--- config.mk ---
export PLATFORM = sky130hd
export DESIGN_NAME = id_scan_arb_flat
export DESIGN_NICKNAME = d
export VERILOG_FILES = /design/src/rtl/id_scan_arb_if.sv /design/src/rtl/id_scan_arb.sv /design/src/flat_wrapper.sv
export SDC_FILE = /design/constraint.sdc
export NUM_CORES = 1
export LEC_CHECK = 0
export BUFFER_PORTS_ARGS = -buffer_cell sky130_fd_sc_hd__buf_2
export CORE_MARGIN = 2
export CORE_UTILIZATION = 35
export CTS_BUF_LIST = sky130_fd_sc_hd__clkbuf_2 sky130_fd_sc_hd__clkbuf_4 sky130_fd_sc_hd__clkbuf_8
export DETAILED_ROUTE_END_ITERATION = 10
export PLACE_DENSITY = 0.68
export RECOVER_POWER = 100
export SLEW_MARGIN = 40
export SYNTH_ARGS = -nofsm -noshare
export SYNTH_HDL_FRONTEND = slang
export SYNTH_SLANG_ARGS = --single-unit
--- constraint.sdc ---
create_clock -name clk -period 4.22 [get_ports clk]
set_input_delay 0.844 -clock clk [delete_from_list [all_inputs] [get_ports clk]]
set_output_delay 0.844 -clock clk [all_outputs]
set_load 0.005 [all_outputs]
--- src/rtl/id_scan_arb_if.sv ---
// Bundle of the two character channels, per-channel clear, result port and
// counters for id_scan_arb. The master side drives characters; the slave side is the arbiter.
interface id_scan_arb_if #(
    parameter int CNT_W = 8
);
    logic             req0_valid;
    logic             req1_valid;
    logic [7:0]       req0_char;
    logic [7:0]       req1_char;
    logic             req0_last;
    logic             req1_last;
    logic             req0_ready;
    logic             req1_ready;
    logic [1:0]       ctx_clr;
    logic             out_valid;
    logic             out_ch;
    logic             out_match;
    logic [CNT_W-1:0] match_cnt0;
    logic [CNT_W-1:0] match_cnt1;
    // Per-channel context (00=S0, 01=S1, 10=S2) exposed for observation.
    logic [1:0]       dbg_ctx0;
    logic [1:0]       dbg_ctx1;

    modport master (
        output req0_valid, req1_valid, req0_char, req1_char, req0_last, req1_last, ctx_clr,
        input  req0_ready, req1_ready, out_valid, out_ch, out_match,
               match_cnt0, match_cnt1, dbg_ctx0, dbg_ctx1
    );

    modport slave (
        input  req0_valid, req1_valid, req0_char, req1_char, req0_last, req1_last, ctx_clr,
        output req0_ready, req1_ready, out_valid, out_ch, out_match,
               match_cnt0, match_cnt1, dbg_ctx0, dbg_ctx1
    );
endinterface

--- src/rtl/id_scan_arb.sv ---
// Two-channel identifier scanner: round-robin picks one character per cycle, a shared
// classifier advances that channel's context, and entries into "letters then digits" are counted.
module id_scan_arb #(
    parameter int CNT_W = 8
) (
    input logic         clk,
    input logic         rst_n,
    id_scan_arb_if.slave bus
);
    typedef enum logic [1:0] {
        S0 = 2'b00,
        S1 = 2'b01,
        S2 = 2'b10
    } ctx_e;

    ctx_e             ctx0_q, ctx1_q, ctx0_d, ctx1_d;
    logic [CNT_W-1:0] cnt0_q, cnt1_q, cnt0_d, cnt1_d;
    logic             last_grant_q;
    logic             out_valid_q, out_ch_q, out_match_q;

    logic             elig0, elig1, grant0, grant1, accept;
    logic [7:0]       sel_char;
    logic             sel_last;
    logic             is_letter, is_digit;
    ctx_e             cur_ctx, nxt_ctx;
    logic             enter_s2;

    // Handshake: a character moves when reqN_valid && reqN_ready in the same cycle;
    // ready never depends on anything registered except the last-grant pointer.
    assign elig0  = bus.req0_valid && !bus.ctx_clr[0];
    assign elig1  = bus.req1_valid && !bus.ctx_clr[1];
    assign grant0 = elig0 && (!elig1 || last_grant_q);
    assign grant1 = elig1 && (!elig0 || !last_grant_q);
    assign accept = grant0 || grant1;

    assign bus.req0_ready = grant0;
    assign bus.req1_ready = grant1;

    assign sel_char = grant1 ? bus.req1_char : bus.req0_char;
    assign sel_last = grant1 ? bus.req1_last : bus.req0_last;
    assign cur_ctx  = grant1 ? ctx1_q : ctx0_q;

    assign is_letter = ((sel_char >= 8'h41) && (sel_char <= 8'h5A)) ||
                       ((sel_char >= 8'h61) && (sel_char <= 8'h7A));
    assign is_digit  = (sel_char >= 8'h30) && (sel_char <= 8'h39);

    always_comb begin
        nxt_ctx = S0;
        case (cur_ctx)
            S0:      nxt_ctx = is_letter ? S1 : S0;
            S1, S2:  nxt_ctx = is_letter ? S1 : (is_digit ? S2 : S0);
            default: nxt_ctx = S0;
        endcase
    end

    assign enter_s2 = (nxt_ctx == S2) && (cur_ctx != S2);

    // Clear wins over any update; a granted channel is never under clear anyway.
    always_comb begin
        ctx0_d = ctx0_q;
        ctx1_d = ctx1_q;
        cnt0_d = cnt0_q;
        cnt1_d = cnt1_q;
        if (bus.ctx_clr[0]) begin
            ctx0_d = S0;
            cnt0_d = '0;
        end else if (grant0) begin
            ctx0_d = sel_last ? S0 : nxt_ctx;
            if (enter_s2 && !(&cnt0_q)) cnt0_d = cnt0_q + 1'b1;
        end
        if (bus.ctx_clr[1]) begin
            ctx1_d = S0;
            cnt1_d = '0;
        end else if (grant1) begin
            ctx1_d = sel_last ? S0 : nxt_ctx;
            if (enter_s2 && !(&cnt1_q)) cnt1_d = cnt1_q + 1'b1;
        end
    end

    always_ff @(posedge clk or negedge rst_n) begin
        if (!rst_n) begin
            ctx0_q       <= S0;
            ctx1_q       <= S0;
            cnt0_q       <= '0;
            cnt1_q       <= '0;
            last_grant_q <= 1'b1;
            out_valid_q  <= 1'b0;
            out_ch_q     <= 1'b0;
            out_match_q  <= 1'b0;
        end else begin
            ctx0_q      <= ctx0_d;
            ctx1_q      <= ctx1_d;
            cnt0_q      <= cnt0_d;
            cnt1_q      <= cnt1_d;
            out_valid_q <= accept;
            if (accept) begin
                last_grant_q <= grant1;
                out_ch_q     <= grant1;
                out_match_q  <= (nxt_ctx == S2);
            end
        end
    end

    assign bus.out_valid  = out_valid_q;
    assign bus.out_ch     = out_ch_q;
    assign bus.out_match  = out_match_q;
    assign bus.match_cnt0 = cnt0_q;
    assign bus.match_cnt1 = cnt1_q;
    assign bus.dbg_ctx0   = ctx0_q;
    assign bus.dbg_ctx1   = ctx1_q;
endmodule
--- src/flat_wrapper.sv ---
// flat-port wrapper written by rule: the top's interface ports become plain ports
module id_scan_arb_flat 
#(
    parameter int CNT_W = 8
)
  (clk, rst_n, bus_req0_valid, bus_req1_valid, bus_req0_char, bus_req1_char, bus_req0_last, bus_req1_last, bus_ctx_clr, bus_req0_ready, bus_req1_ready, bus_out_valid, bus_out_ch, bus_out_match, bus_match_cnt0, bus_match_cnt1, bus_dbg_ctx0, bus_dbg_ctx1);
  id_scan_arb_if #(.CNT_W(CNT_W)) bus_i ();
  input logic clk;
  input logic rst_n;
  input wire logic [$bits(bus_i.req0_valid)-1:0] bus_req0_valid;
  input wire logic [$bits(bus_i.req1_valid)-1:0] bus_req1_valid;
  input wire logic [$bits(bus_i.req0_char)-1:0] bus_req0_char;
  input wire logic [$bits(bus_i.req1_char)-1:0] bus_req1_char;
  input wire logic [$bits(bus_i.req0_last)-1:0] bus_req0_last;
  input wire logic [$bits(bus_i.req1_last)-1:0] bus_req1_last;
  input wire logic [$bits(bus_i.ctx_clr)-1:0] bus_ctx_clr;
  output wire logic [$bits(bus_i.req0_ready)-1:0] bus_req0_ready;
  output wire logic [$bits(bus_i.req1_ready)-1:0] bus_req1_ready;
  output wire logic [$bits(bus_i.out_valid)-1:0] bus_out_valid;
  output wire logic [$bits(bus_i.out_ch)-1:0] bus_out_ch;
  output wire logic [$bits(bus_i.out_match)-1:0] bus_out_match;
  output wire logic [$bits(bus_i.match_cnt0)-1:0] bus_match_cnt0;
  output wire logic [$bits(bus_i.match_cnt1)-1:0] bus_match_cnt1;
  output wire logic [$bits(bus_i.dbg_ctx0)-1:0] bus_dbg_ctx0;
  output wire logic [$bits(bus_i.dbg_ctx1)-1:0] bus_dbg_ctx1;
  assign bus_i.req0_valid = bus_req0_valid;
  assign bus_i.req1_valid = bus_req1_valid;
  assign bus_i.req0_char = bus_req0_char;
  assign bus_i.req1_char = bus_req1_char;
  assign bus_i.req0_last = bus_req0_last;
  assign bus_i.req1_last = bus_req1_last;
  assign bus_i.ctx_clr = bus_ctx_clr;
  assign bus_req0_ready = bus_i.req0_ready;
  assign bus_req1_ready = bus_i.req1_ready;
  assign bus_out_valid = bus_i.out_valid;
  assign bus_out_ch = bus_i.out_ch;
  assign bus_out_match = bus_i.out_match;
  assign bus_match_cnt0 = bus_i.match_cnt0;
  assign bus_match_cnt1 = bus_i.match_cnt1;
  assign bus_dbg_ctx0 = bus_i.dbg_ctx0;
  assign bus_dbg_ctx1 = bus_i.dbg_ctx1;
  id_scan_arb #(.CNT_W(CNT_W)) u_core (.clk(clk), .rst_n(rst_n), .bus(bus_i));
endmodule
==> out/metrics.yaml <==
detailed_routing:
  drt_iter0_drc: 64
  drc_errors: 0
  vias_per_cell: 5.39
  wl_per_cell_um: 13.3
  vias: 1417
  ant_nets: 0
  totalWireLength_um: 3490
  firstDrtPassIters: 4
global_routing:
  grt_util_all_layers_pct: 15.0
  grt_pass1_wl_um: 6130
  grt_start_max_net_pins: 25
  antenna_found_initial: 0
  first_global_vias: 1313
  grt-ovfl-total: 0
critical_path:
  crit_fanout: 13
  rrSetupSlack_ns: 1.06
  r2r_start: "u_core.last_grant_q"
  r2r_cells: 10
  start_kind: "input pin"
  critPathKind: "in -> reg"
  critPathLaunch: "bus_ctx_clr[0]"
  arrival_ns: 3.86
  worstPathRequired_ns: 4.41
  cp-end-kind: "flip-flop"
  slowest_delay_ns: 0.47
  crit_chain: "clkbuf_1 -> nand3b_4 -> nand2_1 -> mux2_2 -> ha_1 -> nand4bb_4 -> nor3b_2 -> o211ai_1 -> buf_2 -> or4_1 -> a21oi_1"
  crit_slowest_cell: "or4_1"
  reg2reg_to: "u_core.bus.match_cnt0[5]"
logic_synthesis:
  synthMuxAreaShare_pct: 2.86
  synthAdderAreaFrac_pct: 4.08
  ys_ff_latch: 24
  async_reset_ff_share_pct: 100
  synth_top_family_by_area: "simple AND/OR/NAND/NOR gates"
  synthFlopType: "dfrtp_1"
  synth.avg_cell_area_um2: 9.52
  synth-xor-area-share_pct: 1.14
  ys_warn_count: 0
  synth_compound_area_share_pct: 20.6
  syn-cell-area_mm2: 0.00153
  synth-edff-count: 0
  yosysUniqueCellTypes: 47
  syn_inst: 161
  synth_nets: 190
  synthSimpleGateAreaFrac_pct: 28.7
  seq_area_frac_synth_pct: 39.3
layout:
  synthToLayoutAreaGrowth_pct: 21.6
  final_layout_size_suffix_gt1_share_pct: 26.1
  nets: 241
  n_antenna_cell: 0
  utilization_pct: 43.4
  register_area_um2: 602
  fillers: 463
  multiInputGateArea_um2: 876
timing:
  worstMarginPinSlew_ns: 1.29
  rsz0062_at_grt: "no"
  fmax_ghz: 0.272
  final-setup-viol-count: 0
  period_needed_ns: 3.67
  setup_slack_ns: 0.548
  setup_tns_ns: 0
  finalClockSkew_ns: 0.00269
  whs_ns: 0.482
  finalHoldViolations: 0
  slew_headroom_pct: 14.0
  fin_crit_sh_pct: 87.0
  maxSlewViolCount: 0
floorplanning:
  die_y_um: 70.2
  die_width_um: 70.2
  dieArea_mm2: 0.00492
  start_util_pct: 35.7
  num_rows: 24
  io_pins: 49
  core_area_mm2: 0.00429
pwr:
  total_power_uw: 439
  p_leak_uw: 0.000862
  vdd_drop_max_mv: 0.101
  p_per_area_mw_per_mm2: 236
outcome:
  outcome: "finished, final reports clean"
placement:
  gp_congestion: 0.785
  io_buffers: 48
  dpl_worst_slack_ns: 0.382
  dp_hpwl_um: 2770
cts:
  numCtsBuffers: 3
  clock_tree.buffer_depth: 2
  cts_root_buffer: "clkbuf_8"
  hold_buffers: 0
  clock_latency_ns: 0.26
  htree_levels: 1
  clk_pin_slew_worst_paths_ns: 0.08
  clock_sinks: 24
  cts_resized: 0
  post_cts_buffers: 0
  cts_tree: "yes"
job:
  cap_violations: 0
min_path:
  hp-class: "reg -> reg"
  min_to: "u_core.bus.out_ch"
  hp-start: "u_core.bus.out_ch"
  whs_path_depth: 2
==> kinds of logic after synthesis <==
group	Yosys count
compound gates	45
flops	24
simple gates	68
xor+xnor	2
mux	4
buf+inv	13
fa+ha+maj	5
==> cells in the mapped netlist, drive strengths merged (2+ instances only) <==
master | number | area, um^2
dfrtp | 23 | 576
a21oi | 16 | 80.1
nand2 | 13 | 48.8
nor2 | 9 | 33.8
o31ai | 9 | 67.6
inv | 8 | 30.0
nand3 | 8 | 40.0
o21ai | 7 | 38.8
or4 | 7 | 52.6
and3 | 5 | 31.3
ha | 5 | 62.6
nand3b | 5 | 50.1
nor2b | 4 | 27.5
clkbuf | 3 | 11.3
mux2 | 3 | 33.8
nand2b | 3 | 18.8
nor3b | 3 | 27.5
or3 | 3 | 18.8
and4 | 2 | 17.5
buf | 2 | 10.0
o2111ai | 2 | 17.5
o22ai | 2 | 12.5
xnor2 | 2 | 17.5
==> metal layers <==
layer  routed length [um]  track usage (%)
met1                 1630             21.4
met2                 1680             24.2
met3                  151             1.73
met4                   33             3.85
met5                    0                0
==> worst max-delay path: cells and delay by family <==
family | cells | cell delay [ns]
AND/OR/NAND/NOR | 5 | 1.42
buffers and inverters | 2 | 0.62
adder cells (fa/ha/maj) | 1 | 0.31
AO/OA/AOI/OAI | 2 | 0.33
multiplexers | 1 | 0.34
==> registers in the layout (all words and copies together), names as in the netlist <==
signal                 cells
u_core.bus.out_valid       1
u_core.bus.out_match       1
u_core.bus.out_ch          1
u_core.last_grant_q        1
u_core.bus.match_cnt1      8
u_core.bus.dbg_ctx1        2
u_core.bus.dbg_ctx0        2
u_core.bus.match_cnt0      8
==> placed cells by master, fill, tap and decap left out, drive strengths merged, types with 2 or more instances in the layout <==
cell type / n
buf: 40
o2111ai: 2
nor2: 9
inv: 8
dfrtp: 23
clkbuf: 15
nor3b: 3
and3: 5
xnor2: 2
o22ai: 2
and4: 2
nand2b: 3
mux2: 3
nand2: 13
o21ai: 7
nand3: 8
or3: 3
nor2b: 4
ha: 5
nand3b: 5
a21oi: 16
or4: 7
o31ai: 9
==> where the power goes <==
group	internal (uW)	switching, uW
clock	73.7	69.2
sequential	236	3.25
combinational	23.0	34.2
==> worst max path at each step <==
stage / to / slack (ns) / depth (start not counted)
after floorplan: u_core.bus.match_cnt0[4] / 0.86 / 10
after global placement: u_core.bus.match_cnt0[5] / 0.46 / 10
after detailed placement: u_core.bus.match_cnt0[7] / 0.38 / 10
after CTS: u_core.bus.match_cnt0[7] / 0.66 / 10
after global routing: u_core.bus.match_cnt0[7] / 0.32 / 10
final: u_core.bus.match_cnt0[5] / 0.55 / 11
==> metrics by stage <==
step           std cells  cell area, um^2
6_report             263             1860
2_1_floorplan        161             1530
4_1_cts              262             1880
5_1_grt              263             1860
3_3_place_gp         258             1830
3_5_place_dp         258             1830
==> area by class of cell <==
type                    count  area share (%)
clock buffers               4            2.62
inverters                   8            1.61
multi-input cells         124            47.0
flip-flops and latches     24            32.3
well taps                  52            3.49
repair buffers             51            13.0
(Power assumes the default switching activity.)
